`src/rtl/stump_sequencer_pkg.sv`:
```
// Shared Stump definitions: sequencer state codes and opcode constants,
// also used by the control decoder.
package stump_sequencer_pkg;

    typedef enum logic [1:0] {
        ST_FETCH   = 2'b00,
        ST_EXECUTE = 2'b01,
        ST_MEMORY  = 2'b10,
        ST_ILLEGAL = 2'b11
    } state_t;

    localparam logic [2:0] OP_LDST = 3'b110;
    localparam logic [2:0] OP_BCC  = 3'b111;

    function automatic logic is_ldst(input logic [2:0] opcode);
        return opcode == OP_LDST;
    endfunction

endpackage

```
`src/rtl/stump_sequencer_if.sv`:
```
// Memory handshake, ALU flags and sequencer status bundle.
interface stump_sequencer_if;

    logic [15:0] mem_data_in;
    logic        mem_ready;
    logic [3:0]  flags_in;
    logic        cc_en;
    logic [1:0]  state;
    logic [15:0] ir;
    logic [3:0]  cc;
    logic [15:0] retired;
    logic        stall;

    modport master (
        output mem_data_in, mem_ready, flags_in, cc_en,
        input  state, ir, cc, retired, stall
    );

    modport slave (
        input  mem_data_in, mem_ready, flags_in, cc_en,
        output state, ir, cc, retired, stall
    );

endinterface

```
`src/rtl/stump_retire_counter.sv`:
```
// 16-bit retired-instruction counter with enable, natural wrap and async clear.
module stump_retire_counter (
    input  logic        clk,
    input  logic        rst_n,
    input  logic        en,
    output logic [15:0] count
);

    // Adding the enable keeps the register written every cycle; it holds when en=0.
    always_ff @(posedge clk or negedge rst_n) begin
        if (!rst_n) begin
            count <= '0;
        end else begin
            count <= count + 16'(en);
        end
    end

endmodule

```
`src/rtl/stump_sequencer.sv`:
```
// Stump fetch/execute/memory sequencer: FSM, instruction register,
// condition-code register and retire counter.
module stump_sequencer
    import stump_sequencer_pkg::*;
(
    input  logic               clk,
    input  logic               rst_n,
    stump_sequencer_if.slave   bus
);

    state_t      state_r;
    state_t      state_nx;
    logic [15:0] ir_r;
    logic [3:0]  cc_r;
    logic [15:0] retired_cnt;
    logic        ir_ld;
    logic        cc_ld;
    logic        retire_en;

    always_ff @(posedge clk or negedge rst_n) begin
        if (!rst_n) begin
            state_r <= ST_FETCH;
        end else begin
            state_r <= state_nx;
        end
    end

    always_comb begin
        state_nx  = state_r;
        ir_ld     = 1'b0;
        cc_ld     = 1'b0;
        retire_en = 1'b0;
        case (state_r)
            ST_FETCH: begin
                if (bus.mem_ready) begin
                    state_nx = ST_EXECUTE;
                    ir_ld    = 1'b1;
                end
            end
            ST_EXECUTE: begin
                cc_ld = bus.cc_en;
                if (is_ldst(ir_r[15:13])) begin
                    state_nx = ST_MEMORY;
                end else begin
                    state_nx  = ST_FETCH;
                    retire_en = 1'b1;
                end
            end
            ST_MEMORY: begin
                if (bus.mem_ready) begin
                    state_nx  = ST_FETCH;
                    retire_en = 1'b1;
                end
            end
            default: begin
                // Illegal code recovers silently: no load, no retire.
                state_nx = ST_FETCH;
            end
        endcase
    end

    always_ff @(posedge clk or negedge rst_n) begin
        if (!rst_n) begin
            ir_r <= '0;
        end else if (ir_ld) begin
            ir_r <= bus.mem_data_in;
        end
    end

    always_ff @(posedge clk or negedge rst_n) begin
        if (!rst_n) begin
            cc_r <= '0;
        end else if (cc_ld) begin
            cc_r <= bus.flags_in;
        end
    end

    stump_retire_counter u_retire (
        .clk   (clk),
        .rst_n (rst_n),
        .en    (retire_en),
        .count (retired_cnt)
    );

    assign bus.state   = state_r;
    assign bus.ir      = ir_r;
    assign bus.cc      = cc_r;
    assign bus.retired = retired_cnt;
    assign bus.stall   = ((state_r == ST_FETCH) || (state_r == ST_MEMORY)) && !bus.mem_ready;

endmodule

```
`src/flat_wrapper.sv`:
```
// flat-port wrapper written by rule: the top's interface ports become plain ports
module stump_sequencer_flat import stump_sequencer_pkg::*;
  (clk, rst_n, bus_mem_data_in, bus_mem_ready, bus_flags_in, bus_cc_en, bus_state, bus_ir, bus_cc, bus_retired, bus_stall);
  stump_sequencer_if bus_i ();
  input  logic clk;
  input  logic rst_n;
  input wire logic [$bits(bus_i.mem_data_in)-1:0] bus_mem_data_in;
  input wire logic [$bits(bus_i.mem_ready)-1:0] bus_mem_ready;
  input wire logic [$bits(bus_i.flags_in)-1:0] bus_flags_in;
  input wire logic [$bits(bus_i.cc_en)-1:0] bus_cc_en;
  output wire logic [$bits(bus_i.state)-1:0] bus_state;
  output wire logic [$bits(bus_i.ir)-1:0] bus_ir;
  output wire logic [$bits(bus_i.cc)-1:0] bus_cc;
  output wire logic [$bits(bus_i.retired)-1:0] bus_retired;
  output wire logic [$bits(bus_i.stall)-1:0] bus_stall;
  assign bus_i.mem_data_in = bus_mem_data_in;
  assign bus_i.mem_ready = bus_mem_ready;
  assign bus_i.flags_in = bus_flags_in;
  assign bus_i.cc_en = bus_cc_en;
  assign bus_state = bus_i.state;
  assign bus_ir = bus_i.ir;
  assign bus_cc = bus_i.cc;
  assign bus_retired = bus_i.retired;
  assign bus_stall = bus_i.stall;
  stump_sequencer u_core (.clk(clk), .rst_n(rst_n), .bus(bus_i));
endmodule
```
`config.mk`:
```
export PLATFORM = sky130hd
export DESIGN_NAME = stump_sequencer_flat
export DESIGN_NICKNAME = d
export VERILOG_FILES = /design/src/rtl/stump_sequencer_pkg.sv /design/src/rtl/stump_sequencer_if.sv /design/src/rtl/stump_retire_counter.sv /design/src/rtl/stump_sequencer.sv /design/src/flat_wrapper.sv
export SDC_FILE = /design/constraint.sdc
export NUM_CORES = 1
export LEC_CHECK = 0
export CELL_PAD_IN_SITES_DETAIL_PLACEMENT = 0
export CELL_PAD_IN_SITES_GLOBAL_PLACEMENT = 1
export CORE_ASPECT_RATIO = 1.1
export CORE_MARGIN = 5
export CORE_UTILIZATION = 36
export CTS_BUF_LIST = sky130_fd_sc_hd__clkbuf_16
export CTS_CLUSTER_SIZE = 24
export DETAILED_ROUTE_END_ITERATION = 8
export GPL_TIMING_DRIVEN = 0
export PLACE_DENSITY_LB_ADDON = 0.08
export SYNTH_ARGS = -nofsm -noshare
export SYNTH_HDL_FRONTEND = slang
export SYNTH_SLANG_ARGS = --single-unit
```
`constraint.sdc`:
```
create_clock -name clk -period 3.55 [get_ports clk]
set_clock_uncertainty 0.1 [all_clocks]
set_input_delay 0.355 -clock clk [delete_from_list [all_inputs] [get_ports clk]]
set_output_delay 0.355 -clock clk [all_outputs]
set_load 0.005 [all_outputs]
```
==> impl_metrics.toml <==
[run_status]
status = "complete, no violations"

[timing]
slew_headroom = 0.440
finalHoldViolCount = 0
whs_ns = 0.0814
rsz0062_at_grt = "no"
fmax_ghz = 0.437
worst_pin_slew_ns = 0.840
maxSlewViolCount = 0
setup_viol = 0
fin_crit_ns = 2.29
setup_slack_ns = 1.26
period_share = 0.645
finalSetupTns_ns = 0

[cells_and_area]
stdcell_area_um2 = 2440
layout_commonest_cell = "clkdlybuf4s50_1"
drive_gt1_frac = 0.176
diodes = 0
regArea_um2 = 951
layout_common_cells = "clkdlybuf4s50_1, dfrtp_1, mux2_2, xor2_1, nand2_1"
n_fill_cell = 354
syn_to_final_growth_pct = 53.5
multi_input_area_um2 = 618
finalNetCount = 216

[synth]
yosys_warnings = 0
syn-num-nets = 147
synth_area_um2 = 1590
avgSynthCellArea_um2 = 13.6
synth-seq-cells = 38
synthFlopType = "dfrtp_1"
async_flop_share = 1.00
yosysTopAreaCellShare = 0.598
synth.distinct_cells = 20
synth_seq_area_share = 0.598
syn_inst = 117
synth_area_leaders = "dfrtp_1, mux2_2, xor2_1"
synth-edff-count = 0
yosys.area.top_type = "dfrtp_1"

[power]
pwr_density_cell_nw_per_um2 = 757
leakage_nw = 1.10
ir_worst_vdd_uv = 443
pwr-share-seq = 0.378
p_int_w = 0.00136
clockPowerShare = 0.267
p_sw_frac = 0.262
p_sw_w = 0.000484
finalPower_w = 0.00185
comb_power_share = 0.355

[cts]
clk_path_buf_depth = 2
cts_tree = "yes"
cts_hold_buf = 0
root_buffer = "clkbuf_16"
clkTransAtPathRegs_ns = 0.06
post_cts_buffers = 0
numCtsBuffers = 5
cts_sinks = 38
htree_levels = 2
clk_latency_ns = 0.28
post_cts_resized = 0

[floorplanning]
rows = 25
start_util = 0.371
core-area_um2 = 4290
die_h_um = 79.7
die_area_um2 = 5840
die_x_um = 73.3
ioPinCount = 63

[critical_path]
rr_worst_depth = 9
crit_fanout = 5
worstReg2RegEnd = "u_core.u_retire.count[12]"
rrSetupSlack_ns = 1.26
worstSetupPathType = "reg2reg"
worstSetupStartpointType = "flip-flop"
reg2reg_from = "u_core.bus.state[1]"
required_ns = 3.64
cp.arrival_ns = 2.38
endpoint_kind = "flip-flop"

[drt]
ant_nets = 0
vias_per_cell = 4.76
drt_wl_total_mm = 3.47
dr.pass1.iters = 4
vias = 1146
drc = 0
drt_iter0_drc = 94
wl_per_cell_um = 14.4

[global_routing]
grt_remaining_overflow = 0
antenna_found_initial = 0
grt_max_degree = 39
grt_pass1_vias = 1203
grt_pass1_wl_mm = 5.88
grt.total_usage = 0.133

[job]
cap_violations = 0

[placement]
finalWeightedCongestion = 0.660
postPlaceCellArea_um2 = 2270
dp_hpwl_mm = 2.56
numPortBuffers = 62
place_ws_ns = 1.10

[worst_hold_path]
hold_path_class = "in2async"
## worst max path at each step
stage                              startpoint                        end  slack, ns  cells past startpoint
after global placement                  rst_n           u_core.bus.ir[9]       1.13                      1
final                     u_core.bus.state[1]  u_core.u_retire.count[12]       1.26                      9
after global routing      u_core.bus.state[1]  u_core.u_retire.count[12]       1.03                      9
after floorplan           u_core.bus.state[0]  u_core.u_retire.count[12]       1.60                      8
after detailed placement        bus_mem_ready  u_core.u_retire.count[12]       1.10                      8
after CTS                 u_core.bus.state[1]  u_core.u_retire.count[12]       1.23                      9
## Yosys cell counts (2+ instances only)
library cell,n
dfrtp_1,38
mux2_2,20
xor2_1,10
nand2_1,9
ha_1,6
nor2_1,5
inv_1,4
nor4_1,4
xnor2_1,4
nand3_1,3
nor3_1,3
nand4_1,2
nand4_2,2
## stage by stage
stage / instances / util
floorplan: 117 / -
global placement: 233 / 0.531
detailed placement: 233 / 0.530
CTS: 241 / 0.569
global route: 241 / 0.569
finish: 241 / 0.569
## worst max-delay path, cell delays in order (launching register included)
cell     delay [ns]
dfrtp_1        0.41
inv_1          0.11
ha_1           0.21
a22oi_1        0.09
nor2b_1        0.18
ha_1           0.17
ha_1           0.21
nand4_1        0.24
nor4_1         0.30
xor2_1         0.19
## cell families (layout without fill, tap and decap cells)
group / Yosys count / after routing / synth area share
AO/OA/AOI/OAI: 3 / 3 / 0.0165
XOR/XNOR: 14 / 14 / 0.0772
adder cells (fa/ha/maj): 6 / 6 / 0.0472
buffers and inverters: 5 / 75 / 0.0126
flip-flops: 38 / 38 / 0.598
multiplexers: 20 / 20 / 0.142
AND/OR/NAND/NOR: 31 / 31 / 0.106
## power by group through the flow
stage               Sequential (W)  Clock, W  Combinational [W]
CTS                       0.000700  0.000506           0.000677
floorplan                 0.000707         0           0.000241
global placement          0.000696         0           0.000651
finish                    0.000698  0.000494           0.000655
detailed placement        0.000705         0           0.000666
global route              0.000722  0.000527           0.000719
## per-layer routing
layer  wire (um)  part of all wire  global-route usage
met1        1310              0.38               0.153
met2        1750              0.50               0.219
met3         354              0.10              0.0567
met4          51             0.015              0.0435
met5           0                 0                   0
## layout make-up
class,count,area share
well taps,54,0.0277
multi-input cells,74,0.253
inverters,4,0.00616
clock buffers,5,0.0513
flip-flops and latches,38,0.390
repair buffers,62,0.252
plain buffers,1,0.00205
clock inverters,3,0.0169
## registers in the layout, indices dropped and copies added, names as in the netlist
signal and flops:
u_core.bus.cc 4, u_core.bus.state 2, u_core.bus.ir 16, u_core.u_retire.count 16
Note: power is estimated with default switching activity, not from simulation.
